`src/rtl/sram_arb_pkg.sv`:
```
// Shared types and constants for the two-client block-RAM port arbiter.
// Owner encoding, response-tag layout and starvation counter helpers.
package sram_arb_pkg;

   localparam logic OWNER_DISP = 1'b0;
   localparam logic OWNER_GAME = 1'b1;

   localparam int STARVE_CNT_W = 8;

   typedef struct packed {
      logic is_read;
      logic owner;
   } rsp_tag_t;

   localparam int RSP_TAG_W = $bits(rsp_tag_t);

   localparam rsp_tag_t RSP_TAG_IDLE = '{is_read: 1'b0, owner: OWNER_DISP};

   // Increment that sticks at all-ones instead of wrapping.
   function automatic logic [STARVE_CNT_W-1:0] sat_inc(input logic [STARVE_CNT_W-1:0] v);
      return (&v) ? v : v + 1'b1;
   endfunction

endpackage

```
`src/rtl/sram_arb_starve_cnt.sv`:
```
// Counts consecutive cycles the game client waits; raises force_game at the limit.
// Zero latency on force_game (driven from the count register); no backpressure.
module sram_arb_starve_cnt
   import sram_arb_pkg::*;
#(
   parameter int STARVE_LIMIT = 15
) (
   input  logic clk,
   input  logic reset_n,
   input  logic game_req,
   input  logic game_gnt,
   output logic force_game
);

   localparam logic [STARVE_CNT_W-1:0] LIMIT = STARVE_CNT_W'(STARVE_LIMIT);

   logic [STARVE_CNT_W-1:0] cnt_q;
   logic [STARVE_CNT_W-1:0] cnt_d;

   // An idle or served game client owes nothing, so the wait restarts.
   always_comb begin
      cnt_d = sat_inc(cnt_q);
      if (!game_req || game_gnt) begin
         cnt_d = '0;
      end
   end

   always_ff @(posedge clk or negedge reset_n) begin
      if (!reset_n) begin
         cnt_q <= '0;
      end else begin
         cnt_q <= cnt_d;
      end
   end

   assign force_game = game_req && (cnt_q >= LIMIT);

endmodule

```
`src/rtl/sram_port_arbiter.sv`:
```
// Shares one sync-read RAM between display (priority) and game (starvation-bounded).
// Grant is combinational, read data returns two cycles after grant; losers hold req.
module sram_port_arbiter
   import sram_arb_pkg::*;
#(
   parameter int DATA_WIDTH   = 8,
   parameter int ADDR_WIDTH   = 16,
   parameter int STARVE_LIMIT = 15
) (
   input  logic                  clk,
   input  logic                  reset_n,

   input  logic                  disp_req,
   input  logic [ADDR_WIDTH-1:0] disp_addr,
   output logic                  disp_gnt,
   output logic                  disp_rvalid,
   output logic [DATA_WIDTH-1:0] disp_rdata,

   input  logic                  game_req,
   input  logic                  game_we,
   input  logic [ADDR_WIDTH-1:0] game_addr,
   input  logic [DATA_WIDTH-1:0] game_wdata,
   output logic                  game_gnt,
   output logic                  game_rvalid,
   output logic [DATA_WIDTH-1:0] game_rdata,

   output logic                  mem_en,
   output logic                  mem_we,
   output logic [ADDR_WIDTH-1:0] mem_addr,
   output logic [DATA_WIDTH-1:0] mem_wdata,
   input  logic [DATA_WIDTH-1:0] mem_rdata
);

   logic force_game;
   logic game_win;
   logic disp_win;

   // Grants are masked in reset so the outputs read zero while reset_n is low.
   always_comb begin
      game_win = reset_n && game_req && (!disp_req || force_game);
      disp_win = reset_n && disp_req && !game_win;
   end

   assign game_gnt = game_win;
   assign disp_gnt = disp_win;

   sram_arb_starve_cnt #(
      .STARVE_LIMIT (STARVE_LIMIT)
   ) u_starve_cnt (
      .clk        (clk),
      .reset_n    (reset_n),
      .game_req   (game_req),
      .game_gnt   (game_win),
      .force_game (force_game)
   );

   logic                  mem_en_q,    mem_en_d;
   logic                  mem_we_q,    mem_we_d;
   logic [ADDR_WIDTH-1:0] mem_addr_q,  mem_addr_d;
   logic [DATA_WIDTH-1:0] mem_wdata_q, mem_wdata_d;

   always_comb begin
      mem_en_d    = game_win || disp_win;
      mem_we_d    = game_win && game_we;
      mem_addr_d  = mem_addr_q;
      mem_wdata_d = mem_wdata_q;
      if (game_win) begin
         mem_addr_d  = game_addr;
         mem_wdata_d = game_wdata;
      end else if (disp_win) begin
         mem_addr_d  = disp_addr;
      end
   end

   always_ff @(posedge clk or negedge reset_n) begin
      if (!reset_n) begin
         mem_en_q    <= 1'b0;
         mem_we_q    <= 1'b0;
         mem_addr_q  <= '0;
         mem_wdata_q <= '0;
      end else begin
         mem_en_q    <= mem_en_d;
         mem_we_q    <= mem_we_d;
         mem_addr_q  <= mem_addr_d;
         mem_wdata_q <= mem_wdata_d;
      end
   end

   assign mem_en    = mem_en_q;
   assign mem_we    = mem_we_q;
   assign mem_addr  = mem_addr_q;
   assign mem_wdata = mem_wdata_q;

   // Stage 1 is aligned with the RAM command, stage 2 with the RAM output.
   rsp_tag_t rsp1_q, rsp1_d;
   rsp_tag_t rsp2_q, rsp2_d;

   always_comb begin
      rsp1_d         = RSP_TAG_IDLE;
      rsp1_d.is_read = mem_en_d && !mem_we_d;
      rsp1_d.owner   = game_win ? OWNER_GAME : OWNER_DISP;
      rsp2_d         = rsp1_q;
   end

   always_ff @(posedge clk or negedge reset_n) begin
      if (!reset_n) begin
         rsp1_q <= RSP_TAG_IDLE;
         rsp2_q <= RSP_TAG_IDLE;
      end else begin
         rsp1_q <= rsp1_d;
         rsp2_q <= rsp2_d;
      end
   end

   logic disp_hit;
   logic game_hit;

   assign disp_hit    = rsp2_q.is_read && (rsp2_q.owner == OWNER_DISP);
   assign game_hit    = rsp2_q.is_read && (rsp2_q.owner == OWNER_GAME);
   assign disp_rvalid = disp_hit;
   assign game_rvalid = game_hit;

   // RAM output passes straight through on the owner's valid cycle and is
   // captured so each client keeps seeing its last word between responses.
   logic [DATA_WIDTH-1:0] disp_rdata_q, disp_rdata_d;
   logic [DATA_WIDTH-1:0] game_rdata_q, game_rdata_d;

   always_comb begin
      disp_rdata_d = disp_rdata_q;
      game_rdata_d = game_rdata_q;
      if (disp_hit) begin
         disp_rdata_d = mem_rdata;
      end
      if (game_hit) begin
         game_rdata_d = mem_rdata;
      end
   end

   always_ff @(posedge clk or negedge reset_n) begin
      if (!reset_n) begin
         disp_rdata_q <= '0;
         game_rdata_q <= '0;
      end else begin
         disp_rdata_q <= disp_rdata_d;
         game_rdata_q <= game_rdata_d;
      end
   end

   assign disp_rdata = disp_rdata_d;
   assign game_rdata = game_rdata_d;

endmodule

```
`config.mk`:
```
export PLATFORM = sky130hd
export DESIGN_NAME = sram_port_arbiter
export DESIGN_NICKNAME = d
export VERILOG_FILES = /design/src/rtl/sram_arb_pkg.sv /design/src/rtl/sram_arb_starve_cnt.sv /design/src/rtl/sram_port_arbiter.sv
export SDC_FILE = /design/constraint.sdc
export NUM_CORES = 1
export LEC_CHECK = 0
export CELL_PAD_IN_SITES_DETAIL_PLACEMENT = 1
export CELL_PAD_IN_SITES_GLOBAL_PLACEMENT = 1
export CORE_ASPECT_RATIO = 1.5
export CORE_MARGIN = 2
export CORE_UTILIZATION = 32
export DETAILED_ROUTE_END_ITERATION = 8
export PLACE_DENSITY_LB_ADDON = 0.1
export RECOVER_POWER = 100
export SYNTH_ARGS = -nofsm -noshare
export SYNTH_HDL_FRONTEND = slang
export SYNTH_HIERARCHICAL = 1
export SYNTH_SLANG_ARGS = --single-unit
export TNS_END_PERCENT = 50
```
`constraint.sdc`:
```
create_clock -name clk -period 2.57 [get_ports clk]
set_input_delay 0.257 -clock clk [delete_from_list [all_inputs] [get_ports clk]]
set_output_delay 0.257 -clock clk [all_outputs]
set_load 0.005 [all_outputs]
```
==> results.cfg, run 1 <==
[timing]
fin_setup_tns_ns = 0
max_slew_margin = 0.242
max_freq_mhz = 417
final_hold_viol_count = 0
setup_ws_ns = 0.171
report.final.slew_viol_count = 0
setup_viol = 0
timing.final.crit_period_ns = 2.40
worst_pin_slew_ns = 1.14
fin_skew_ns = 0.0120
min_period_over_period = 0.934
rsz0062_at_grt = false

[drt]
wl_per_cell_um = 17.1
wirelength_mm = 5.95
drcViolationCount = 0
first_pass_iters = 4
drt_iter0_drc = 58
num_vias = 1768
postRouteAntennaNets = 0
via_per_inst = 5.07

[setup_path]
path_buf_inv = 2
worstPathArrival_ns = 2.14
cp_slowest_cell = clkdlybuf4s50_1
critPathLaunchType = flop
cp_max_fo = 6
worstPathRequired_ns = 2.31
critPathMaxStageDelay_ns = 0.56
r2r_setup_slack_ns = 0.48
path_delay_family = buffers and inverters
end_kind = output pin
path_class = flop to output pin
cp_cell_sequence = ha_1, nand3_1, a21boi_2, inv_1, a21oi_4, clkdlybuf4s50_1

[synth]
synth-seq-cells = 54
ys_types = 33
syn_area_per_cell_sq_um = 13.7
synth-seq-area-share = 0.590
synth_fp_nets = 221
ys_warn_count = 6
yosysTopAreaCell = dfrtp_1
async_flop_share = 1.00
synth_area_sq_mm = 0.00229
synthCells = 167
synth_area_leaders = dfrtp_1, mux2_2, a221o_2
synth-edff-count = 0
synth_top_area_share = 0.590
synth_ff_type = dfrtp_1

[clock_network]
clk_pin_slew_worst_paths_ns = 0.11
cts_buffers = 5
htreeDepth = 2
post_cts_buffers = 0
cts.path.max_buffers = 2
root_buffer = clkbuf_8
cts_tree = done
clkLatencyLatePin_ns = 0.32
clock_sinks = 54

[power_and_ir_drop]
vdd_drop_max_mv = 0.321
pwr_density_cell_mw_per_mm2 = 590
pwr-share-comb = 0.241
power.leakage_uw = 0.00143
internal_power_uw = 1510
p_sw_uw = 512
p_seq_frac = 0.502
p_sw_frac = 0.254
power.share.clock = 0.258

[placement]
portBuffers = 98
placed_area_sq_mm = 0.00332
dp.final_hpwl_mm = 4.48
place_ws_ns = 0.269
place_congestion = 0.805

[floorplan]
die_w_um = 73.1
dieArea_sq_mm = 0.00786
core-area_sq_mm = 0.00690
start_util = 0.332
io_pins = 99
dieHeight_um = 108
rows = 37

[finish]
nets = 324
n_antenna_cell = 0
layout_common_cells = dfrtp_1, clkdlybuf4s50_1, dlygate4sd3_1
area_growth_pct = 49.3
drive_gt1_frac = 0.159
fin_util = 0.496
post-route-cell-area_sq_mm = 0.00342

[global_routing]
grt_pass1_wl_mm = 9.61
antenna_found_initial = 0
grt_use_total = 0.161
grt-ovfl-total = 0
grt_pass1_vias = 1917
grt_max_degree = 46

[min_path]
hold_class = primary input to async pin

[run]
cap_violations = 0

[run_status]
outcome = complete, no violations
[routing by layer]
| metal | share of wire | GRT usage |
|---|---|---|
| met3 | 0.062 | 0.0478 |
| met2 | 0.53 | 0.278 |
| met1 | 0.38 | 0.181 |
| met5 | 0 | 0 |
| met4 | 0.027 | 0.0675 |
[power by group through the flow]
stage / registers (uW) / logic (uW) / clock network, uW
floorplan: 1030 / 180 / 0
global placement: 1030 / 546 / 0
detailed placement: 1030 / 554 / 0
CTS: 1020 / 558 / 544
global route: 1030 / 531 / 572
finish: 1010 / 486 / 520
[logic make-up (layout without fill, tap and decap cells)]
family / Yosys count / count (layout) / share of synthesized area
buf+inv: 13 / 117 / 0.0404
compound gates: 36 / 36 / 0.142
simple gates: 39 / 39 / 0.103
mux: 24 / 24 / 0.120
fa+ha+maj: 1 / 1 / 0.00546
flops: 54 / 54 / 0.590
[cell type report]
| class | instances | area [sq um] |
|---|---|---|
| fillers | 728 | 3480 |
| well taps | 78 | 97.6 |
| repair buffers | 103 | 1010 |
| multi-input cells | 100 | 833 |
| flip-flops and latches | 54 | 1350 |
| inverters | 6 | 22.5 |
| clock inverters | 2 | 16.3 |
| clock buffers | 6 | 82.6 |
[final timing paths]
path | startpoint | end | depth (start not counted)
setup / recovery | u_starve_cnt/cnt_q[1] | game_gnt | 6
hold / removal | reset_n | mem_addr[6] | 2
setup reg to reg | u_starve_cnt/cnt_q[1] | mem_wdata[2] | 7
hold reg to reg | rsp1_q[0] | rsp2_q[0] | 0
max in group asynchronous | reset_n | u_starve_cnt/cnt_q[0] | 3
min in group clk | rsp1_q[0] | rsp2_q[0] | 0
[timing repair]
item,CTS,global route
setup endpoints to repair,1,1
resized for setup,1,2
endpoints found under the hold margin,9,0
hold buffers,1,0
[registers in the layout, summed over array words and instances, names as in the netlist]
register	cells
mem_wdata	8
disp_rdata_q	8
rsp1_q	2
mem_we	1
game_rdata_q	8
mem_en	1
u_starve_cnt/cnt_q	8
mem_addr	16
rsp2_q	2
[stage by stage]
step	cells	total power, uW	hold WS, ns
3_3_place_gp	340	1570	0.172
5_1_grt	349	2130	0.372
4_1_cts	349	2120	0.363
3_5_place_dp	340	1590	0.172
6_report	349	2020	0.360
2_1_floorplan	167	1210	-0.0386
[worst reg2reg max path, stage by stage (launching register included)]
cell and delay [ns]:
dfrtp_1 0.42, ha_1 0.27, nand3_1 0.18, a21boi_2 0.18, inv_1 0.08, a21oi_4 0.15, buf_4 0.31, mux2_2 0.40
[synthesized netlist by cell type (all sizes together) (2+ instances only)]
master  number
a211oi       3
buf          7
a31oi        4
a21oi        5
mux2        24
o21ai        5
a221o       16
nor3         5
dfrtp       54
a21boi       2
and2        17
inv          6
nand2b       2
nand4        2
nand2        5
nor4         2
nand3        3
Note: power is estimated with default switching activity, not from simulation.
==> run 2: changes to the inputs <==
- CAP_MARGIN: not set -> 20
==> results of run 2 <==
Final layout, timing and power as in run 1 (identical DEF).
